===== config.mk =====
export PLATFORM = sky130hd
export DESIGN_NAME = scan_receiver
export DESIGN_NICKNAME = d
export VERILOG_FILES = /design/src/rtl/scan_receiver.sv
export SDC_FILE = /design/constraint.sdc
export NUM_CORES = 1
export LEC_CHECK = 0
export ABC_AREA = 1
export CAP_MARGIN = 20
export CORE_ASPECT_RATIO = 1.25
export CORE_MARGIN = 2
export CORE_UTILIZATION = 58
export DETAILED_ROUTE_END_ITERATION = 12
export GPL_ROUTABILITY_DRIVEN = 0
export GPL_TIMING_DRIVEN = 0
export PLACE_DENSITY = 0.93
export SLEW_MARGIN = 5
export SYNTH_ARGS = -nofsm -noshare
export SYNTH_HDL_FRONTEND = slang
export SYNTH_SLANG_ARGS = --single-unit

===== constraint.sdc =====
create_clock -name clk -period 2.6 [get_ports clk]
set_input_delay 0.52 -clock clk [delete_from_list [all_inputs] [get_ports clk]]
set_output_delay 0.52 -clock clk [all_outputs]
set_load 0.02 [all_outputs]

===== src/rtl/scan_receiver.sv =====
// Receives data qualified by a rotating one-hot/one-cold select and assembles full frames.
// Optional idle watchdog is built when SCAN_RECEIVER_TIMEOUT_EN is defined.
//
// state   | meaning
// SYNC    | waiting for a settled capture at index 0 to start a frame
// COLLECT | storing in-order captures until index SIZE-1 completes the frame
module scan_receiver #(
    parameter int SIZE    = 4,
    parameter int DATA_W  = 8,
    parameter int HOT_VAL = 1,
    parameter int SETTLE  = 2,
    parameter int TIMEOUT = 1024
) (
    input  logic                     clk,
    input  logic                     rst_n,
    input  logic [SIZE-1:0]          sel,
    input  logic [DATA_W-1:0]        data,
    input  logic                     clr_err,
    output logic [SIZE*DATA_W-1:0]   frame,
    output logic                     frame_valid,
    output logic [((SIZE > 2) ? $clog2(SIZE) : 1)-1:0] index,
    output logic                     err_onehot,
    output logic                     err_order,
    output logic                     err_timeout
);
    localparam int IDX_W = (SIZE > 2) ? $clog2(SIZE) : 1;
    localparam int CNT_W = $clog2(SETTLE + 1);

    typedef enum logic {SYNC, COLLECT} state_t;

    state_t                   state;
    logic [SIZE-1:0]          act;
    logic [SIZE-1:0]          prev_act;
    logic [CNT_W-1:0]         stab_cnt;
    logic                     legal;
    logic                     same;
    logic                     capture;
    logic                     order_ev;
    logic                     timeout_ev;
    logic [IDX_W-1:0]         cap_idx;
    logic [IDX_W-1:0]         next_idx;
    logic [SIZE*DATA_W-1:0]   shadow;
    logic [SIZE*DATA_W-1:0]   shadow_upd;

    always_comb begin
        act     = (HOT_VAL != 0) ? sel : ~sel;
        legal   = (act != '0) && ((act & (act - 1'b1)) == '0);
        same    = (act == prev_act);
        // Fires only on the cycle the run length first reaches SETTLE.
        capture = legal && (same ? (stab_cnt == CNT_W'(SETTLE - 1)) : (SETTLE == 1));
        cap_idx = '0;
        for (int i = 0; i < SIZE; i++) begin
            if (act[i]) cap_idx = IDX_W'(i);
        end
        next_idx   = (index == IDX_W'(SIZE - 1)) ? '0 : index + 1'b1;
        order_ev   = capture && (state == COLLECT) && (cap_idx != next_idx);
        shadow_upd = shadow;
        shadow_upd[int'(cap_idx)*DATA_W +: DATA_W] = data;
    end

    always_ff @(posedge clk or negedge rst_n) begin
        if (!rst_n) begin
            state       <= SYNC;
            prev_act    <= '0;
            stab_cnt    <= '0;
            shadow      <= '0;
            frame       <= '0;
            frame_valid <= 1'b0;
            index       <= '0;
            err_onehot  <= 1'b0;
            err_order   <= 1'b0;
        end else begin
            frame_valid <= 1'b0;
            prev_act    <= act;
            if (!same) begin
                stab_cnt <= CNT_W'(1);
            end else if (stab_cnt != CNT_W'(SETTLE)) begin
                stab_cnt <= stab_cnt + 1'b1;
            end

            err_onehot <= (err_onehot & ~clr_err) | ~legal;
            err_order  <= (err_order & ~clr_err) | order_ev;

            if (!legal) begin
                state <= SYNC;
            end else if (capture) begin
                case (state)
                    SYNC: begin
                        if (cap_idx == '0) begin
                            shadow <= shadow_upd;
                            index  <= '0;
                            state  <= COLLECT;
                        end
                    end
                    COLLECT: begin
                        if (cap_idx == next_idx) begin
                            shadow <= shadow_upd;
                            index  <= cap_idx;
                            if (cap_idx == IDX_W'(SIZE - 1)) begin
                                frame       <= shadow_upd;
                                frame_valid <= 1'b1;
                                state       <= SYNC;
                            end
                        end else if (cap_idx == '0) begin
                            shadow <= shadow_upd;
                            index  <= '0;
                        end else begin
                            state <= SYNC;
                        end
                    end
                    default: state <= SYNC;
                endcase
            end else if (timeout_ev) begin
                state <= SYNC;
            end
        end
    end

`ifdef SCAN_RECEIVER_TIMEOUT_EN
    localparam int IDLE_W = $clog2(TIMEOUT + 1);
    logic [IDLE_W-1:0] idle_cnt;
    logic              err_to_q;

    assign timeout_ev  = !capture && (idle_cnt == IDLE_W'(TIMEOUT - 1));
    assign err_timeout = err_to_q;

    always_ff @(posedge clk or negedge rst_n) begin
        if (!rst_n) begin
            idle_cnt <= '0;
            err_to_q <= 1'b0;
        end else begin
            if (capture || timeout_ev) begin
                idle_cnt <= '0;
            end else begin
                idle_cnt <= idle_cnt + 1'b1;
            end
            err_to_q <= (err_to_q & ~clr_err) | timeout_ev;
        end
    end
`else
    assign timeout_ev  = 1'b0;
    assign err_timeout = 1'b0;
`endif

endmodule


### Word level (Yosys, flattened, before mapping)

Cells that the tools add are included.

| cells by class | value |
|---|---|
| $add $sub $neg | 4 |
| multipliers | 0 |
| divide/modulo/power cells | 0 |
| order comparisons | 0 |
| eq/ne operators | 9 |
| shift operators | 2 |
| multiplexer cells | 25 |
| bitwise operators | 8 |
| reduce and logical (&&, ||, !) cells | 9 |

Operators by type and width:

| kind | number |
|---|---|
| $mux 32 | 2 |
| $pmux 32 s2 | 1 |
| $neg 5->33 | 1 |
| $shift 8x33->32 const A | 1 |
| $shiftx 8x33->32 | 1 |
| $bwmux 32 | 1 |
| $mux 2 | 7 |
| $mux 1 | 12 |
| $reduce_and 5->1 | 1 |
| $add 2x1->2 const B | 2 |
| $and 4x4->4 | 1 |
| $eq 2x2->1 const B | 2 |
| $eq 4x4->1 | 1 |
| $logic_and 1x1->1 | 4 |
| $logic_not 4->1 | 1 |
| $ne 2x1->1 const B | 2 |
| $pmux 2 s2 | 1 |
| $reduce_bool 4->1 | 1 |
| $sub 4x1->4 const B | 1 |
| $not 1->1 | 3 |
| $and 1x1->1 | 2 |
| $eq 2x1->1 const B | 1 |
| $eq 2x2->1 | 1 |
| $logic_not 2->1 | 1 |
| other kinds (5) | 6 |

| word-level totals | value |
|---|---|
| flip-flop bits (word level) | 76 |
| latch bits | 0 |
| memory bits (writable) | 0 |
| memory bits (read-only) | 0 |
| input bits | 15 |
| output and inout bits | 38 |
| word-level logic and storage cells | 66 |
| memories | 0 |

### Depth between registers and ports, before layout

| logic depth | value |
|---|---|
| depth after elaboration | 9 |
| gate-level depth with buffers | 13 |
| mapped depth without buffers | 12 |

### Worst setup path before layout

Ideal clock, no wire load.

| timing path | value |
|---|---|
| kind | input -> register |
| from | in sel[2] |
| to | reg frame[10] |
| setup time | 0.066 ns |
| arrival time | 2.157 ns |
| data required time | 2.534 ns |
| path slack | 0.377 ns |
| stages on the path | 11 |
| buffers on the path | 1 |
| path through | inv_2 nand2_1 nand2_1 clkinv_1 ha_1 inv_1 clkbuf_1 nand3_1 o22ai_1 nand4_1 nand2_1 |

| between the ends | value |
|---|---|
| cells in the longest elaborated chain, start to end | 6 |
| elaborated cells between the ends (all ways) | 17 |
| classes of those cells | add/sub: 2; eq/ne: 3; shift: 2; mux: 4; bitwise: 1; reduce/logical: 5 |

RTL lines:

| item | line | text |
|---|---|---|
| start, declared | 16 | `input logic [SIZE-1:0] sel,` |
| branches (longest 6 deep; another with $neg 5->33) | n/a |  |
| end signal, assigned | 100 | `frame <= shadow_upd;` |
| end, declared | 19 | `output logic [SIZE*DATA_W-1:0] frame,` |

Parallel ways; which one is timed is not known.
A chain may end at the register's enable or synchronous reset.

### Worst setup path after layout

| timing path | value |
|---|---|
| from | in sel[2] |
| to | reg frame[9] |

Same word-level chain as after synthesis.

==> flow_summary.ini <==
[synthesis]
async_reset_ff_share_pct = 100
netlist_area_mm2 = 0.00359
netlist_instances = 469
ys.flop_type = dfrtp_1
synth_commonest_cells = nand2_1, dfrtp_1, inv_1, nand3_1, nand4_1
ys_types = 24
yosysTopAreaCellShare_pct = 47.4
yosysWarnings = 0
ys_seq_elements = 68
synth_most_common_cell = nand2_1
synth_area_leader_cell = dfrtp_1
synth_edf_count = 0
ys_seq_area_share_pct = 47.4
postSynthAreaPerCell_um2 = 7.66
synth_area_leaders = dfrtp_1, nand2_1, nand4_1
synth_nets = 492

[global_route]
grt_remaining_overflow = 0
antenna_found_initial = 0
grtUsageTotal_pct = 28.1
grt_pass1_wl_um = 14900
grt_start_max_net_pins = 69
grt_pass1_vias = 3370

[worst_setup_path]
end_kind = flip-flop
cp_cell_sequence = clkdlybuf4s50_1 -> inv_2 -> nand2_1 -> nand2_1 -> clkinv_2 -> ha_1 -> buf_2 -> nor2_2 -> nand2_1 -> o22ai_1 -> nand4_1 -> nand2_1
worstSetupStartpointType = input pin
cp_num_buf_inv = 4
required_ps = 2890
critPathKind = in2reg
cp_top_family = buffers and inverters
cp_slowest_cell = clkdlybuf4s50_1
worstPathArrival_ps = 2760
cp_common_cell = nand2_1
path_max_fanout = 12
cp_slowest_stage_delay_ps = 500

[clock_network]
root_buffer = clkbuf_8
cts_tree = yes
cts.clk_slew.worst_paths_ps = 80
numCtsBuffers = 9
cts_buffer_depth = 2
cts_htree_levels = 3
cts.sinks = 68
clock_latency_ps = 350

[final_layout]
register_area_mm2 = 0.00170
area_growth_pct = 23.3
fill_cells = 464
multiInputGateArea_mm2 = 0.00157
num_antenna_cells = 0
drive_gt1_share_pct = 12.2
nets = 552

[timing]
fin_crit_ps = 2480
slew_viol_final = 0
hold_viol_final = 0
hold_slack_ps = 269
max_freq_mhz = 403
timing.slew.headroom_pct = 45.5
setup_viol = 0
min_period_over_period_pct = 95.3
worst_pin_slew_ps = 817
worst_clock_skew_ps = 11.0
fin_ws_ps = 122

[floorplanning]
die_h_um = 92.0
die_area_mm2 = 0.00684
boundaryPins = 53
die_w_um = 74.4
placeableCoreArea_mm2 = 0.00609
initial_core_util_pct = 59.0
rows = 32

[routing]
drt-wirelength-per-cell_um = 14.2
drt.antenna.violating_nets = 0
vias = 3442
drtIter0Drc = 535
drt_pass1_iterations = 5
wl_um = 8780
viasPerCell = 5.56
drc_errors = 0

[status]
outcome = finished clean

[place]
pre_cts_ws_ps = -714
hpwl_um = 6290
port_buffers = 51

[job]
drv_cap = 0

[min_path]
hp-class = in2async

[power_and_ir_drop]
power-per-cell-area_mw_per_mm2 = 458
ir_worst_vdd_v = 0.000355
p_leak_nw = 2.31
## worst reg2reg max path, delay by kind of cell (launching register included)
kind,cells,cell delay (ps)
flops,1,430
fa+ha+maj,1,350
buf+inv,2,300
simple gates,7,880
## final timing paths
kind | cells past startpoint | slack (ps) | start | end
max | 12 | 120 | sel[2] | frame[9]
min | 1 | 270 | rst_n | frame_valid
max reg2reg | 10 | 520 | index[0] | frame[22]
min reg2reg | 2 | 470 | frame[18] | frame[18]
max in group asynchronous | 1 | 1800 | rst_n | shadow[3]
min in group clk | 2 | 470 | frame[18] | frame[18]
## cells in the final DEF (no fill, tap or decap), types with 2 or more instances in the layout
cell type | netlist | final
buf_2 | 9 | 10
buf_4 | 8 | 9
buf_6 | 4 | 4
clkbuf_1 | 8 | 4
clkbuf_4 | 0 | 2
clkbuf_8 | 0 | 10
clkdlybuf4s50_1 | 0 | 50
clkinv_2 | 0 | 5
dfrtp_1 | 68 | 68
ha_1 | 8 | 6
ha_2 | 0 | 2
inv_1 | 45 | 45
inv_2 | 4 | 4
nand2_1 | 175 | 174
nand2_2 | 1 | 2
nand3_1 | 41 | 39
nand3_2 | 3 | 3
nand3_4 | 0 | 2
nand4_1 | 33 | 33
nor2_1 | 23 | 18
nor2_2 | 3 | 8
nor2_4 | 2 | 2
o21ai_0 | 10 | 9
o21ai_1 | 2 | 3
o22ai_1 | 16 | 15
## repair_timing
item,CTS,global route
buffers inserted,0,0
hold buffers,0,0
endpoints found under the setup margin,32,48
resized for setup,5,20
## per-layer routing
metal  routed length (µm)  vias up  global-route usage, %  part of all wire [%]
met2                 4280      187                   43.5                    49
li1                     -     1620                      -                     -
met4                  499        0                   19.9                   5.7
met3                  544       54                   5.05                   6.2
met5                    0        -                      0                     0
met1                 3450     1581                   34.7                    39
## metrics by stage
| stage | util [%] | setup TNS [ps] | cell area, µm² | power [W] | instances |
|---|---|---|---|---|---|
| after CTS | 72.1 | 0 | 4390 | 0.00203 | 620 |
| final | 72.8 | 0 | 4430 | 0.00203 | 619 |
| after global placement | 69.1 | -97900 | 4210 | 0.00127 | 605 |
| after global routing | 72.8 | -26.2 | 4430 | 0.00210 | 619 |
| after floorplan | - | 0 | 3590 | 0.00120 | 469 |
| after detailed placement | 69.1 | -27010 | 4210 | 0.00128 | 605 |
## report_power, final
| part | total, W | internal [W] | switching (W) |
|---|---|---|---|
| logic | 0.000203 | 0.0000638 | 0.000139 |
| registers | 0.00107 | 0.00106 | 0.00000441 |
| clock network | 0.000758 | 0.000365 | 0.000393 |
## state kept, by name, indices dropped and copies added, names as in the netlist
register     flops
index            2
frame           32
err_onehot       1
frame_valid      1
prev_act         4
err_order        1
stab_cnt         2
shadow          24
state            1
## cell families after synthesis
logic type / count (synthesis) / synth area share, %
flops: 68 / 47.4
xor+xnor: 1 / 0.244
simple gates: 282 / 34.5
buf+inv: 80 / 10.3
other cells: 1 / 0.104
compound gates: 29 / 4.60
fa+ha+maj: 8 / 2.79
## area by class of cell
class / count / share of cell area (%)
tap: 85 / 2.40
clock inverter: 5 / 0.622
multi-input combinational: 321 / 35.4
clock buffer: 11 / 3.19
buffer: 27 / 4.10
inverter: 51 / 4.35
timing repair buffer: 51 / 11.5
sequential: 68 / 38.4
(Power assumes the default switching activity.)
